## src/rtl/adder_result_collector_if.sv

```systemverilog
// Valid/ready result stream between the adder stage, the collector FIFO and its consumer.
// The collector uses the slave modport; the producer/consumer side uses master.
interface adder_result_collector_if #(
  parameter int DATA_W = 8
);
  logic              in_valid;
  logic              in_ready;
  logic [DATA_W-1:0] in_r;
  logic              in_c_out;
  logic              out_valid;
  logic              out_ready;
  logic [DATA_W-1:0] out_r;
  logic              out_c_out;

  modport master (
    output in_valid, in_r, in_c_out, out_ready,
    input  in_ready, out_valid, out_r, out_c_out
  );

  modport slave (
    input  in_valid, in_r, in_c_out, out_ready,
    output in_ready, out_valid, out_r, out_c_out
  );
endinterface

```

## src/rtl/adder_result_collector.sv

```systemverilog
// Result FIFO behind the three-operand adder with popped-result accumulation and carry counting.
// Optional sticky accumulator wrap flag acc_ovf when ADDER_COLLECTOR_OVF_FLAG_EN is defined.
//
// occupancy | meaning
// EMPTY     | count == 0, out_valid low, out_r/out_c_out forced to 0
// PARTIAL   | 0 < count < DEPTH, push and pop both possible
// FULL      | count == DEPTH, in_ready low, pushes held off even during a pop
module adder_result_collector #(
  parameter int DATA_W = 8,
  parameter int DEPTH  = 4,
  parameter int ACC_W  = 16
) (
  input  logic                       clk,
  input  logic                       rst,
  adder_result_collector_if.slave    bus,
  input  logic                       clear,
  output logic [$clog2(DEPTH):0]     count,
  output logic [ACC_W-1:0]           acc_sum,
  output logic [7:0]                 carry_cnt
`ifdef ADDER_COLLECTOR_OVF_FLAG_EN
  ,
  output logic                       acc_ovf
`endif
);

  localparam int PTR_W = $clog2(DEPTH);
  localparam int CNT_W = PTR_W + 1;

  typedef logic [DATA_W:0] entry_t;

  entry_t           mem_q [DEPTH];
  entry_t           mem_d [DEPTH];
  logic [PTR_W-1:0] wr_ptr_q, wr_ptr_d;
  logic [PTR_W-1:0] rd_ptr_q, rd_ptr_d;
  logic [CNT_W-1:0] count_q, count_d;
  logic [ACC_W-1:0] acc_sum_q, acc_sum_d;
  logic [7:0]       carry_cnt_q, carry_cnt_d;
`ifdef ADDER_COLLECTOR_OVF_FLAG_EN
  logic             acc_ovf_q, acc_ovf_d;
`endif

  logic             full;
  logic             empty;
  logic             push;
  logic             pop;
  entry_t           head;
  logic [ACC_W-1:0] head_ext;
  logic [ACC_W-1:0] sum_next;

  assign full  = (count_q == CNT_W'(DEPTH));
  assign empty = (count_q == '0);
  assign head  = mem_q[rd_ptr_q];
  assign push  = bus.in_valid & ~full;
  assign pop   = bus.out_ready & ~empty;

  assign bus.in_ready  = ~full;
  assign bus.out_valid = ~empty;
  assign bus.out_r     = empty ? '0 : head[DATA_W-1:0];
  assign bus.out_c_out = ~empty & head[DATA_W];

  assign count     = count_q;
  assign acc_sum   = acc_sum_q;
  assign carry_cnt = carry_cnt_q;
`ifdef ADDER_COLLECTOR_OVF_FLAG_EN
  assign acc_ovf   = acc_ovf_q;
`endif

  // Accumulate from the gated outputs so an empty FIFO never feeds stale storage into the adder.
  always_comb begin
    head_ext           = '0;
    head_ext[DATA_W:0] = {bus.out_c_out, bus.out_r};
    sum_next           = acc_sum_q + head_ext;
  end

  always_comb begin
    mem_d       = mem_q;
    wr_ptr_d    = wr_ptr_q;
    rd_ptr_d    = rd_ptr_q;
    count_d     = count_q;
    acc_sum_d   = acc_sum_q;
    carry_cnt_d = carry_cnt_q;

    if (push) begin
      mem_d[wr_ptr_q] = {bus.in_c_out, bus.in_r};
      wr_ptr_d        = wr_ptr_q + PTR_W'(1);
    end
    if (pop) begin
      rd_ptr_d = rd_ptr_q + PTR_W'(1);
    end

    case ({push, pop})
      2'b10:   count_d = count_q + CNT_W'(1);
      2'b01:   count_d = count_q - CNT_W'(1);
      default: count_d = count_q;
    endcase

    if (clear) begin
      acc_sum_d   = '0;
      carry_cnt_d = '0;
    end else if (pop) begin
      acc_sum_d = sum_next;
      if (bus.out_c_out && (carry_cnt_q != 8'hFF)) begin
        carry_cnt_d = carry_cnt_q + 8'd1;
      end
    end
  end

`ifdef ADDER_COLLECTOR_OVF_FLAG_EN
  // A modular sum smaller than the old value means the addition carried out of ACC_W bits.
  always_comb begin
    acc_ovf_d = acc_ovf_q;
    if (clear) begin
      acc_ovf_d = 1'b0;
    end else if (pop && (sum_next < acc_sum_q)) begin
      acc_ovf_d = 1'b1;
    end
  end
`endif

  always_ff @(posedge clk) begin
    if (rst) begin
      wr_ptr_q    <= '0;
      rd_ptr_q    <= '0;
      count_q     <= '0;
      acc_sum_q   <= '0;
      carry_cnt_q <= '0;
`ifdef ADDER_COLLECTOR_OVF_FLAG_EN
      acc_ovf_q   <= 1'b0;
`endif
    end else begin
      wr_ptr_q    <= wr_ptr_d;
      rd_ptr_q    <= rd_ptr_d;
      count_q     <= count_d;
      acc_sum_q   <= acc_sum_d;
      carry_cnt_q <= carry_cnt_d;
`ifdef ADDER_COLLECTOR_OVF_FLAG_EN
      acc_ovf_q   <= acc_ovf_d;
`endif
    end
  end

  always_ff @(posedge clk) begin
    mem_q <= mem_d;
  end

endmodule

```

## src/flat_wrapper.sv

```systemverilog
// flat-port wrapper written by rule: the top's interface ports become plain ports
module adder_result_collector_flat 
#(
  parameter int DATA_W = 8,
  parameter int DEPTH  = 4,
  parameter int ACC_W  = 16
)
  (clk, rst, clear, count, acc_sum, carry_cnt, bus_in_valid, bus_in_r, bus_in_c_out, bus_out_ready, bus_in_ready, bus_out_valid, bus_out_r, bus_out_c_out);
  adder_result_collector_if #(.DATA_W(DATA_W)) bus_i ();
  input  logic clk;
  input  logic rst;
  input  logic clear;
  output logic [$clog2(DEPTH):0] count;
  output logic [ACC_W-1:0] acc_sum;
  output logic [7:0] carry_cnt;
  input wire logic [$bits(bus_i.in_valid)-1:0] bus_in_valid;
  input wire logic [$bits(bus_i.in_r)-1:0] bus_in_r;
  input wire logic [$bits(bus_i.in_c_out)-1:0] bus_in_c_out;
  input wire logic [$bits(bus_i.out_ready)-1:0] bus_out_ready;
  output wire logic [$bits(bus_i.in_ready)-1:0] bus_in_ready;
  output wire logic [$bits(bus_i.out_valid)-1:0] bus_out_valid;
  output wire logic [$bits(bus_i.out_r)-1:0] bus_out_r;
  output wire logic [$bits(bus_i.out_c_out)-1:0] bus_out_c_out;
  assign bus_i.in_valid = bus_in_valid;
  assign bus_i.in_r = bus_in_r;
  assign bus_i.in_c_out = bus_in_c_out;
  assign bus_i.out_ready = bus_out_ready;
  assign bus_in_ready = bus_i.in_ready;
  assign bus_out_valid = bus_i.out_valid;
  assign bus_out_r = bus_i.out_r;
  assign bus_out_c_out = bus_i.out_c_out;
  adder_result_collector #(.DATA_W(DATA_W), .DEPTH(DEPTH), .ACC_W(ACC_W)) u_core (.clk(clk), .rst(rst), .bus(bus_i), .clear(clear), .count(count), .acc_sum(acc_sum), .carry_cnt(carry_cnt));
endmodule
```

## config.mk

```make
export PLATFORM = sky130hd
export DESIGN_NAME = adder_result_collector_flat
export DESIGN_NICKNAME = d
export VERILOG_FILES = /design/src/rtl/adder_result_collector_if.sv /design/src/rtl/adder_result_collector.sv /design/src/flat_wrapper.sv
export SDC_FILE = /design/constraint.sdc
export NUM_CORES = 1
export LEC_CHECK = 0
export CAP_MARGIN = 0
export CORE_AREA = 2 2 81 83
export DETAILED_ROUTE_END_ITERATION = 10
export DIE_AREA = 0 0 83 85
export PLACE_DENSITY = 0.77
export SLEW_MARGIN = 20
export SYNTH_ARGS = -nofsm -noshare
export SYNTH_HDL_FRONTEND = slang
export SYNTH_SLANG_ARGS = --single-unit
```

## constraint.sdc

```tcl
create_clock -name clk -period 3.2 [get_ports clk]
set_input_delay 0.64 -clock clk [delete_from_list [all_inputs] [get_ports clk]]
set_output_delay 0.64 -clock clk [all_outputs]
set_load 0.03 [all_outputs]
```

==> key figures <==
STA
  – Final hold viol count: 0
  – Final setup violation count: 0
  – Relative slew margins: 61.4%
  – RSZ-0062 raised after global routing: false
  – Worst slew pin tran: 0.570 ns
  – Fin. max-slew vios: 0
  – TNS Setup: 0 ns
  – Final Cycle Share: 94.3%
  – Max Clock Freq: 0.332 GHz
  – Skew final: 0.0133 ns
  – Fin crit period: 3.02 ns

Yosys
  – Compound-gate portion of the synthesized area: 9.56%
  – Synth Cell Area: 3170 um2
  – Synthesized-area fraction occupied by adder cells: 7.19%
  – Simple logic cell fraction of the synthesized area: 16.0%
  – Area contributors post-synth: edfxtp_1, dfxtp_1, ha_1
  – EDFF count, synth: 36
  – Syn. warnings: 0
  – Largest area contributor in the netlist: edfxtp_1
  – Synth top area share: 34.1%
  – Main synth FF type: edfxtp_1
  – Yosys cell types: 37
  – Register area share after synthesis: 53.7%
  – Post-Synth XOR/XNOR Area: 3.59%
  – Asr flop ratio synth: 0%
  – Yosys reg bits: 67
  – Gate Count Post-Synth: 285
  – Combinational family with the most area after synthesis: simple AND/OR/NAND/NOR gates
  – Syn Nets: 316
  – Syn avg cell area: 11.1 um2
  – Mux share of post-synthesis cell area: 7.27%

Power and ir drop
  – Lkg Pwr: 1.47 nW
  – Tot Pwr: 3.07 mW
  – Sw frac: 36.2%
  – Sequential Power Share: 34.6%
  – Int Power: 1.96 mW
  – Switching pwr: 1.11 mW
  – VDD IR max: 0.358 mV
  – Clk pwr share: 25.6%
  – PwrDens: 762 nW/um2
  – Comb pwr share: 39.9%

Floorplanning
  – I/O pin cnt: 52
  – Die Ht: 85 um
  – Die W: 83 um
  – Area of the die: 7060 um2
  – Initial core utilization: 51.1%
  – Core Area: 6200 um2
  – Rows: 29

Clock tree
  – Clock sink count: 67
  – CTS Buf Count: 9
  – TritonCTS clock tree: done
  – Hold_buf cts: 0
  – H-tree depth: 3
  – CTS resizes: 1
  – CTS max path bufs: 2
  – Clk_lat worst skew: 0.35 ns
  – Clock root buffer: clkbuf_8
  – Clk slew on worst S/H paths: 0.08 ns
  – Post-CTS Setup Bufs: 0

Finish
  – Layout cells sized above 1: 11.0%
  – Area occupied by multi-input gates: 1380 um2
  – Sequential cell area: 1700 um2
  – Area growth, synth to finish: 27.3%
  – Nets: 379
  – Fill cell count: 489
  – Number of diodes: 0

Global route
  – Gr usage total: 19.5%
  – Initial antenna violation count: 0
  – Total gr overflow: 0
  – First-pass GRT wire length: 10.8 mm
  – Vias in the first global route: 2192
  – Largest net degree at the start of global routing: 21

Critical path
  – Largest fanout on the critical path: 8
  – Worst-path cell chain: buf_4, mux4_2, and2_1, clkdlybuf4s50_1
  – Critical Path RT: 2.56 ns
  – Critical setup path kind: reg -> out
  – CP max stage delay: 0.59 ns
  – WP data arrival: 2.38 ns
  – CP max stage cell: clkdlybuf4s50_1
  – Worst setup SP type: flip-flop
  – CP endpoint kind: output port

Place
  – HPWL Detailed: 4.70 mm
  – Port-buffer cells: 51
  – RePlAce Congestion: 0.879

Drt
  – Drt via density: 5.33
  – Drt total wl: 6.31 mm
  – Post-DRT Antenna Nets: 0
  – WL/cell: 14.7 um
  – Drc violations: 0
  – Vias: 2293
  – Iteration count of the initial detailed-routing pass: 4
  – DRT iter0 DRCs: 67

Flow run
  – Max-cap violations: 0

Run status
  – Status: finished, final reports clean

Hold path
  – Min-delay worst type: reg -> reg
-- metal layers --
metal  GRT usage [%]  wire length [um]  up-vias
met5               0                 0        -
met1            26.5              2970     1084
li1                -                 -     1156
met3            3.79               224        9
met2            30.4              3010       44
met4            9.54               110        0
-- flip-flops by register name, summed over array words and instances, names as in the netlist --
name	count
u_core.acc_sum	16
u_core.count	3
u_core.rd_ptr_q	2
u_core.carry_cnt	8
u_core.wr_ptr_q	2
u_core.mem_q	36
-- cell usage after synthesis (2+ instances only) --
master / number
nor2_1: 21
and2_1: 9
mux4_2: 8
nand2b_1: 2
nor2b_1: 2
dfxtp_1: 31
o21ai_0: 12
xnor2_1: 6
or3_1: 11
ha_1: 15
clkbuf_1: 3
inv_1: 12
nand4_1: 2
buf_2: 4
a21oi_1: 23
nand2_1: 34
fa_1: 2
and3_1: 5
o211ai_1: 3
mux2i_1: 5
xor2_1: 7
a211oi_1: 5
nor3_1: 4
nand3_1: 11
edfxtp_1: 36
-- worst max-delay path, delay by kind of cell, from the launching register on --
family,cells,cell delay (ns)
simple gates,1,0.22
buf+inv,2,0.78
mux,1,0.56
flops,1,0.47
-- cell families (layout without fill, tap and decap cells) --
| group | count (synthesis) | count (layout) |
|---|---|---|
| xor gates and xnor gates | 13 | 13 |
| muxes | 13 | 13 |
| AOI/OAI and AO/OA | 49 | 49 |
| and+or+nand+nor | 105 | 105 |
| buffers and inverters | 21 | 89 |
| DFF | 67 | 67 |
| adders and majority gates | 17 | 17 |
-- placed cells by master (no fill, tap or decap), types with 7 or more instances in the layout --
| cell | synthesis | routed |
|---|---|---|
| clkdlybuf4s50_1 | 0 | 51 |
| edfxtp_1 | 36 | 36 |
| nand2_1 | 34 | 34 |
| dfxtp_1 | 31 | 30 |
| a21oi_1 | 23 | 23 |
| nor2_1 | 21 | 21 |
| ha_1 | 15 | 15 |
| inv_1 | 12 | 12 |
| o21ai_0 | 12 | 12 |
| or3_1 | 11 | 11 |
| nand3_1 | 11 | 11 |
| and2_1 | 9 | 9 |
| clkbuf_8 | 0 | 9 |
| buf_4 | 0 | 9 |
| mux4_2 | 8 | 8 |
| xor2_1 | 7 | 7 |
-- power by group through the flow --
stage | Combinational, mW | Clock (mW) | Sequential, mW
finish | 1.22 | 0.785 | 1.06
global route | 1.33 | 0.839 | 1.07
CTS | 1.23 | 0.796 | 1.06
detailed placement | 1.23 | 0 | 1.08
global placement | 1.21 | 0 | 1.08
floorplan | 0.775 | 0 | 1.11
-- cell type report --
type | instances | share of cell area (%)
clock buffer | 9 | 3.07
clock inverter | 7 | 2.45
inverter | 13 | 1.21
multi-input combinational | 197 | 34.3
sequential | 67 | 42.2
tap | 77 | 2.39
timing repair buffer | 60 | 14.3
-- through the flow --
stage	setup WS (ns)	util, %	hold slack, ns	cell area [um2]	instances
detailed placement	0.283	61.4	0.469	3810	414
floorplan	0.120	-	0.469	3170	285
finish	0.184	65.0	0.486	4030	430
global route	0.0805	65.0	0.502	4030	430
CTS	0.147	65.0	0.483	4030	430
global placement	0.375	61.4	0.460	3810	414
-- worst paths after layout --
kind / start / to / slack [ns] / depth (start not counted)
worst min register to register: u_core.acc_sum[4]$_SDFFE_PP0P_ / u_core.acc_sum[4]$_SDFFE_PP0P_ / 0.49 / 2
worst min-delay path: u_core.acc_sum[4]$_SDFFE_PP0P_ / u_core.acc_sum[4]$_SDFFE_PP0P_ / 0.49 / 2
worst max-delay path: u_core.rd_ptr_q[0]$_SDFFE_PP0P_ / bus_out_c_out / 0.18 / 4
worst max register to register: u_core.rd_ptr_q[1]$_SDFFE_PP0P_ / u_core.acc_sum[10]$_SDFFE_PP0P_ / 0.39 / 10
(Power assumes the default switching activity.)
